## src/rtl/sdm_pkg.sv

```systemverilog
// Shared definitions for the 1-bit sigma-delta audio path (modulator and decimator).
// Holds PCM format constants and the common saturation helper.
package sdm_pkg;

    localparam int PCM_W     = 15;
    localparam int CIC_ORDER = 3;
    localparam int PCM_MAX   = 16383;
    localparam int PCM_MIN   = -16384;

    function automatic logic [PCM_W-1:0] sat_pcm(input logic signed [31:0] v);
        logic [PCM_W-1:0] res;
        if (v > PCM_MAX) begin
            res = PCM_W'(PCM_MAX);
        end else if (v < PCM_MIN) begin
            res = PCM_W'(PCM_MIN);
        end else begin
            res = v[PCM_W-1:0];
        end
        return res;
    endfunction

endpackage

```

## src/rtl/cic3_chan.sv

```systemverilog
// One channel of the sinc^3 decimator: integrators at the bit rate, combs at the
// decimated rate, then arithmetic scaling and saturation into a held PCM register.
module cic3_chan
    import sdm_pkg::*;
#(
    parameter int LOG2R = 6,
    parameter int ACCW  = 3 * LOG2R + 2
) (
    input  logic             clk,
    input  logic             reset_n,
    input  logic             i_bit_en,
    input  logic             i_bit,
    input  logic             i_capture,
    input  logic             i_eval,
    input  logic             i_load,
    output logic [PCM_W-1:0] o_pcm
);

    localparam int SHIFT = CIC_ORDER * LOG2R - (PCM_W - 1);

    logic [ACCW-1:0]        w_x;
    logic [ACCW-1:0]        r_i1, r_i2, r_i3;
    logic [ACCW-1:0]        r_s;
    logic [ACCW-1:0]        r_d1, r_d2, r_d3;
    logic [ACCW-1:0]        w_c1, w_c2, w_c3;
    logic signed [ACCW-1:0] w_y;
    logic [PCM_W-1:0]       w_sat;
    logic [PCM_W-1:0]       r_pcm;

    assign w_x = i_bit ? {{(ACCW-1){1'b0}}, 1'b1} : {ACCW{1'b1}};

    // Integrators wrap freely; the combs cancel the wrap modulo 2^ACCW.
    assign w_c1  = r_s - r_d1;
    assign w_c2  = w_c1 - r_d2;
    assign w_c3  = w_c2 - r_d3;
    assign w_y   = $signed(w_c3) >>> SHIFT;
    assign w_sat = sat_pcm(32'(w_y));
    assign o_pcm = r_pcm;

    always_ff @(posedge clk or negedge reset_n) begin
        if (!reset_n) begin
            r_i1  <= '0;
            r_i2  <= '0;
            r_i3  <= '0;
            r_s   <= '0;
            r_d1  <= '0;
            r_d2  <= '0;
            r_d3  <= '0;
            r_pcm <= '0;
        end else begin
            if (i_bit_en) begin
                r_i1 <= r_i1 + w_x;
                r_i2 <= r_i2 + r_i1;
                r_i3 <= r_i3 + r_i2;
                if (i_capture) begin
                    r_s <= r_i3 + r_i2;
                end
            end
            // Comb delays advance even during fill so the first loaded sample is clean.
            if (i_eval) begin
                r_d1 <= r_s;
                r_d2 <= w_c1;
                r_d3 <= w_c2;
                if (i_load) begin
                    r_pcm <= w_sat;
                end
            end
        end
    end

endmodule

```

## src/rtl/sdm_decimator.sv

```systemverilog
// Stereo 1-bit sigma-delta demodulator: two sinc^3 channels sharing one decimation
// counter and one fill counter so both outputs stay sample-aligned.
module sdm_decimator
    import sdm_pkg::*;
#(
    parameter int LOG2R = 6
) (
    input  logic             clk,
    input  logic             reset_n,
    input  logic             bit_en,
    input  logic             left_in,
    input  logic             right_in,
    output logic [PCM_W-1:0] ldata,
    output logic [PCM_W-1:0] rdata,
    output logic             valid,
    output logic             settled
);

    localparam int ACCW = 3 * LOG2R + 2;

    logic [LOG2R-1:0] r_cnt;
    logic [1:0]       r_fill;
    logic             r_cap;
    logic             r_valid;
    logic             r_settled;
    logic             w_capture;
    logic             w_load;

    assign w_capture = bit_en && (r_cnt == {LOG2R{1'b1}});
    assign w_load    = (r_fill == 2'd3);
    assign valid     = r_valid;
    assign settled   = r_settled;

    always_ff @(posedge clk or negedge reset_n) begin
        if (!reset_n) begin
            r_cnt     <= '0;
            r_fill    <= '0;
            r_cap     <= 1'b0;
            r_valid   <= 1'b0;
            r_settled <= 1'b0;
        end else begin
            if (bit_en) begin
                r_cnt <= r_cnt + 1'b1;
            end
            r_cap   <= w_capture;
            r_valid <= 1'b0;
            // First three comb outputs only prime the delay line.
            if (r_cap) begin
                if (w_load) begin
                    r_valid   <= 1'b1;
                    r_settled <= 1'b1;
                end else begin
                    r_fill <= r_fill + 2'd1;
                end
            end
        end
    end

    cic3_chan #(
        .LOG2R(LOG2R),
        .ACCW (ACCW)
    ) u_left (
        .clk      (clk),
        .reset_n  (reset_n),
        .i_bit_en (bit_en),
        .i_bit    (left_in),
        .i_capture(w_capture),
        .i_eval   (r_cap),
        .i_load   (w_load),
        .o_pcm    (ldata)
    );

    cic3_chan #(
        .LOG2R(LOG2R),
        .ACCW (ACCW)
    ) u_right (
        .clk      (clk),
        .reset_n  (reset_n),
        .i_bit_en (bit_en),
        .i_bit    (right_in),
        .i_capture(w_capture),
        .i_eval   (r_cap),
        .i_load   (w_load),
        .o_pcm    (rdata)
    );

endmodule

```

## config.mk

```make
export PLATFORM = sky130hd
export DESIGN_NAME = sdm_decimator
export DESIGN_NICKNAME = d
export VERILOG_FILES = /design/src/rtl/sdm_pkg.sv /design/src/rtl/cic3_chan.sv /design/src/rtl/sdm_decimator.sv
export SDC_FILE = /design/constraint.sdc
export NUM_CORES = 1
export LEC_CHECK = 0
export BUFFER_PORTS_ARGS = -buffer_cell sky130_fd_sc_hd__clkbuf_2
export CORE_ASPECT_RATIO = 0.5
export CORE_UTILIZATION = 40
export DETAILED_ROUTE_END_ITERATION = 12
export PLACE_DENSITY = 0.65
export SETUP_SLACK_MARGIN = 0.5
export SLEW_MARGIN = 20
export SYNTH_ARGS = -nofsm -noshare
export SYNTH_HDL_FRONTEND = slang
export SYNTH_SLANG_ARGS = --single-unit
```

## constraint.sdc

```tcl
create_clock -name clk -period 5.85 [get_ports clk]
set_input_delay 1.17 -clock clk [delete_from_list [all_inputs] [get_ports clk]]
set_output_delay 1.17 -clock clk [all_outputs]
set_load 0.005 [all_outputs]
```

# ---- Word level (Yosys, flattened, before mapping)
# Cells that the tools add are included.
dict set report word_totals {
  register_bits 321
  inputBits 5
  out_inout_bits 32
  wordCells 54
}
dict set report classes {
  n_addsub 14
  n_lt_le_gt_ge 4
  eq_ne 2
  muxes 8
  bitwise 1
  n_reduce_logical 4
}
# op n
set op_table {}
lappend op_table {{$add 20x20->20} 6}
lappend op_table {{$sub 20x20->20} 6}
lappend op_table {{$mux 15} 4}
lappend op_table {{$mux 20} 2}
lappend op_table {{$gt 16x15->1 const B} 2}
lappend op_table {{$lt 16x15->1 const B} 2}
lappend op_table {{$add 6x1->6 const B} 1}
lappend op_table {{$eq 6x6->1 const B} 1}
lappend op_table {{$reduce_and 2->1} 3}
lappend op_table {{$add 2x1->2 const B} 1}
lappend op_table {{$eq 2x2->1 const B} 1}
lappend op_table {{$mux 1} 2}
lappend op_table {{$logic_and 1x1->1} 1}
lappend op_table {{$not 1->1} 1}

# ---- Logic depth before layout (Yosys ltp)
dict set report depth {
  ltp_word 6
  ltp_mapped 33
  ltp_nobuf 32
}

# ---- By module
# From an unflattened synthesis, not the netlist that was laid out.
dict set report hier_totals {
  hier_cells 2444
  area_unflattened_um2 22600.4
}
# mod instances cells_each area_per_inst_um2 seq_area_each_um2
set modules_own_cells {}
lappend modules_own_cells {{cic3_chan at u_left} 1 1239 11318.4 3878.7}
lappend modules_own_cells {{cic3_chan at u_right} 1 1174 10847.9 3878.7}
lappend modules_own_cells {sdm_decimator 1 31 434.2 275.3}

# ---- Least setup slack after synthesis
# OpenSTA, ideal clock, no wires.
dict set report synth_path {
  path_kind {reg-to-reg}
  startpoint {reg u_right.r_d1[0]}
  endpoint {reg u_right.r_pcm[11] (netlist: u_right.o_pcm[11])}
  setup_time_ns 0.099
  t_arrival_ns 5.496
  t_required_ns 5.751
  slack_ns 0.254
  path_stages_with_launch 30
  path_buffers 1
  period_less_slack_ns 5.596
  path_cell_list {dfrtp_1 > ha_1 > fa_1 > nor2b_1 > o21ai_0 > a21boi_0 > o21ai_0 > a21boi_0 > o21a_1 > nor2_1 > xnor2_1 > ha_1 > and2_1 > a22o_1 > o21ai_0 > o311ai_1 > and3_1 > o21ai_0 > nand2b_1 > a31oi_1 > xnor2_1 > ha_1 > a21o_1 > a21oi_1 > o31ai_1 > xor2_1 > xnor2_1 > buf_2 > nand2_1 > a311oi_1}
}
dict set report synth_via {
  elab_chain_cells 6
  elab_cells_between_ends 7
  cone_classes {add/sub (3); order compare (2); mux (2)}
}
# element line
set synth_rtl {}
lappend synth_rtl {{from (decl)} cic3_chan.sv:24} ;# logic [ACCW-1:0] r_d1, r_d2, r_d3;
lappend synth_rtl {{from (signal assigned)} cic3_chan.sv:61} ;# r_d1 <= r_s;
lappend synth_rtl {{$sub 20x20->20 (*)} cic3_chan.sv:33} ;# assign w_c1 = r_s - r_d1;
lappend synth_rtl {{net u_right.w_c1[8]} cic3_chan.sv:25} ;# logic [ACCW-1:0] w_c1, w_c2, w_c3;
lappend synth_rtl {{$sub 20x20->20 (*)} cic3_chan.sv:34} ;# assign w_c2 = w_c1 - r_d2;
lappend synth_rtl {{net u_right.w_c2[17]} cic3_chan.sv:25}
lappend synth_rtl {{$sub 20x20->20 (*)} cic3_chan.sv:35} ;# assign w_c3 = w_c2 - r_d3;
lappend synth_rtl {{$lt 16x15->1} sdm_pkg.sv:14} ;# end else if (v < PCM_MIN) begin
lappend synth_rtl {{$mux 15} sdm_pkg.sv:14}
lappend synth_rtl {{$mux 15 (*)} sdm_pkg.sv:12} ;# if (v > PCM_MAX) begin
lappend synth_rtl {{to (signal assigned)} cic3_chan.sv:65} ;# r_pcm <= w_sat;
lappend synth_rtl {{to (decl)} cic3_chan.sv:28} ;# logic [PCM_W-1:0] r_pcm;
# The timed path passes the listed nets; every way through them passes the cells marked *.
# A chain may end at the register's enable or synchronous reset.

# ---- Worst setup path after layout
dict set report layout_path {
  startpoint {reg u_right.r_s[0]}
  endpoint {reg u_right.r_pcm[3] (netlist: u_right.o_pcm[3])}
}
dict set report layout_via {
  elab_chain_cells 6
  elab_cells_between_ends 7
  cone_classes {add/sub (3); order compare (2); mux (2)}
}
# element line
set layout_rtl {}
lappend layout_rtl {{from (decl)} cic3_chan.sv:23} ;# logic [ACCW-1:0] r_s;
lappend layout_rtl {{from (signal assigned)} cic3_chan.sv:56} ;# r_s <= r_i3 + r_i2;
lappend layout_rtl {{$sub 20x20->20 (*)} cic3_chan.sv:33}
lappend layout_rtl {{net u_right.w_c1[8]} cic3_chan.sv:25}
lappend layout_rtl {{$sub 20x20->20 (*)} cic3_chan.sv:34}
lappend layout_rtl {{net u_right.w_c2[17]} cic3_chan.sv:25}
lappend layout_rtl {{$sub 20x20->20 (*)} cic3_chan.sv:35}
lappend layout_rtl {{$lt 16x15->1} sdm_pkg.sv:14}
lappend layout_rtl {{$mux 15} sdm_pkg.sv:14}
lappend layout_rtl {{$mux 15 (*)} sdm_pkg.sv:12}
# Marked as above.

==> impl_results.md <==
- Crit Path Max Fanout: 7
- H-tree lvl count: 1
- Crit-path most repeated cell: o21ai_2
- Seq/Total Area, Yosys: 36.5%
- Overflow after GRT: 0
- Distinct cells, synth: 79
- Final WL: 45100 um
- Vias per inst: 5.19
- Crit path launch type: flip-flop
- Max-Cap Viols: 0
- Clock-pin slew on the worst setup and hold paths: 70 ps
- Vias in the first global route: 16101
- Post-synth ARST share: 100%
- Top cells by area, synth: dfrtp_1 (36%), ha_1 (13%), mux2_2 (5.5%)
- Io pins: 37
- Worst path required time: 6320 ps
- Fmax: 181 MHz
- PortBufs: 36
- Cell total after placement: 3136
- Mean routed wirelength per cell: 13.9 um
- Largest stage delay on the critical path: 390 ps
- Top cells by count, synth: dfrtp_1 (321), nand2_1 (307), ha_1 (226)
- Drt first pass iters: 7
- Total GRT Usage: 15.9%
- CTS Buf Count: 31
- Post-synthesis simple-gate area fraction: 13.8%
- Unrepaired setup endpoints after global routing: yes
- Core Footprint: 54100 um^2
- Clk_lat worst skew: 590 ps
- # setup viols final: 0
- Period utilization: 94.5%
- Post-synth top area share: 36.5%
- Worst Hold Class: reg2reg
- Die ar.: 56100 um^2
- # DRC: 0
- Relative slew slack: 38.7%
- Post-synthesis cell count: 2417
- Largest net degree at the start of global routing: 109
- Max-slew violation count: 0
- Initial Util: 40.8%
- Worst setup EP type: flip-flop
- Die height: 168 um
- CTS hold repair buffers: 0
- Routability cong.: 0.801
- Antenna violations before repair: 1
- Main combinational cell family by area after synthesis: compound AO/OA/AOI/OAI gates
- Least-Margin Pin Slew: 919 ps
- Via count: 16794
- Flop and latch count out of synthesis: 321
- Number of fill cells in the layout: 5063
- CTS tree: yes
- Worst path slowest cell: fa_2
- Crit Path Category: reg2reg
- Max clock buf depth: 3
- Number of hold violations in the final report: 0
- Post-synth EDFFs: 0
- Syn Area/Cell: 9.11 um^2
- Hpwl dp: 31900 um
- Ys flop type: dfrtp_1
- Die Wd: 334 um
- Most frequent cell after synthesis: dfrtp_1
- DRT iter0 DRCs: 946
- Worst EP arrival: 6000 ps
- Final clock skew: 13.5 ps
- Finished Layout Cells: 3237
- Syn nets: 2658
- Post-layout util: 46.5%
- Layout Nets: 2740
- Synth Area in Adders: 13.7%
- First-pass GRT wire length: 77400 um
- Cell area after synthesis: 22000 um^2
- Count of clock tree sinks: 321
- Tmin final: 5530 ps
- Mux cell area share after synthesis: 5.92%
- CTS Root Cell: clkbuf_16
- Area leader, netlist: dfrtp_1
- FP Rows: 60
- Status: finished, final reports clean
- Ys Warns: 0
- Synth Area in XOR/XNOR: 7.21%
- Layout cells sized above 1: 15.9%
- Area added between synthesis and finish: 14.1%
- Post-route ant nets: 0
- Synth Area in Compound Gates: 18.3%
==> cells by family after synthesis <==
group | Yosys count
AO/OA/AOI/OAI | 637
XOR/XNOR | 179
adder cells (fa/ha/maj) | 236
buffers and inverters | 262
flip-flops | 321
multiplexers | 117
AND/OR/NAND/NOR | 665
==> cell usage in the layout (no fill, tap or decap), drive strengths merged, types with 7 or more instances in the layout <==
cell type  count
dfrtp        321
nand2        307
ha           226
o21ai        212
inv          201
a21oi        159
xnor2        125
nor2         123
mux2         107
buf           77
clkbuf        76
a21o          74
xor2          53
nor3          40
nand3         39
nor2b         34
o21a          24
and3          24
o21bai        23
nand2b        23
a211oi        20
or3           17
a211o         13
a31oi         13
a21boi        13
o211ai        12
nand4         12
mux2i         10
fa            10
and2           9
clkinv         9
nor4b          7
==> area by class of cell <==
cell class | instances | area, um^2 | share of cell area (%)
Multi-Input combinational cell | 1834 | 13700 | 54.4
Sequential cell | 321 | 8040 | 32.0
Tap cell | 713 | 892 | 3.55
Clock buffer | 42 | 837 | 3.33
Timing Repair Buffer | 111 | 795 | 3.16
Inverter | 200 | 751 | 2.99
Clock inverter | 15 | 151 | 0.603
Antenna cell | 1 | 2.50 | 0.00996
==> metrics by stage <==
step	cell area [um^2]	hold slack [ps]	setup TNS, ps	setup slack [ps]
2_1_floorplan	22000	442	0	492
3_3_place_gp	23100	453	0	113
3_5_place_dp	23100	456	0	2.79
4_1_cts	24400	475	0	385
5_1_grt	25100	484	-58.0	-20.2
6_report	25100	465	0	321
==> critical path, delay by kind of cell, from the launching register on <==
family	cells	cell delay (ps)
AO/OA/AOI/OAI	13	1960
XOR/XNOR	4	600
adder cells (fa/ha/maj)	4	1190
buffers and inverters	2	230
flip-flops	1	360
AND/OR/NAND/NOR	8	1080
==> what timing repair did <==
item | in CTS | in global routing
endpoints found under the setup margin | 30 | 30
buffers inserted | 20 | 23
gates resized for setup | 52 | 112
pin swaps | 20 | 97
==> final timing paths <==
kind | cells past startpoint | from | slack [ps] | to
setup / recovery | 31 | u_right.r_s[0]$_DFFE_PN0P_ | 320 | u_right.o_pcm[3]$_DFFE_PN0P_
hold / removal | 1 | settled$_DFFE_PN0P_ | 470 | settled$_DFFE_PN0P_
setup reg to reg | 31 | u_right.r_s[0]$_DFFE_PN0P_ | 320 | u_right.o_pcm[3]$_DFFE_PN0P_
hold reg to reg | 1 | settled$_DFFE_PN0P_ | 470 | settled$_DFFE_PN0P_
max in group asynchronous | 2 | reset_n | 4110 | u_left.o_pcm[1]$_DFFE_PN0P_
min in group asynchronous | 1 | reset_n | 560 | u_left.r_i1[3]$_DFFE_PN0P_
==> metal layers <==
metal  vias up  track usage (%)  share of wire (%)
met4         0             2.59                1.6
met1      7907             24.3                 54
met5         -                0                  0
met3        46             1.82                2.5
met2       166             24.2                 42
li1       8675                -                  -
Power is not shown: default switching activity piles up to over one toggle a cycle in this logic, so the estimate is an artifact.
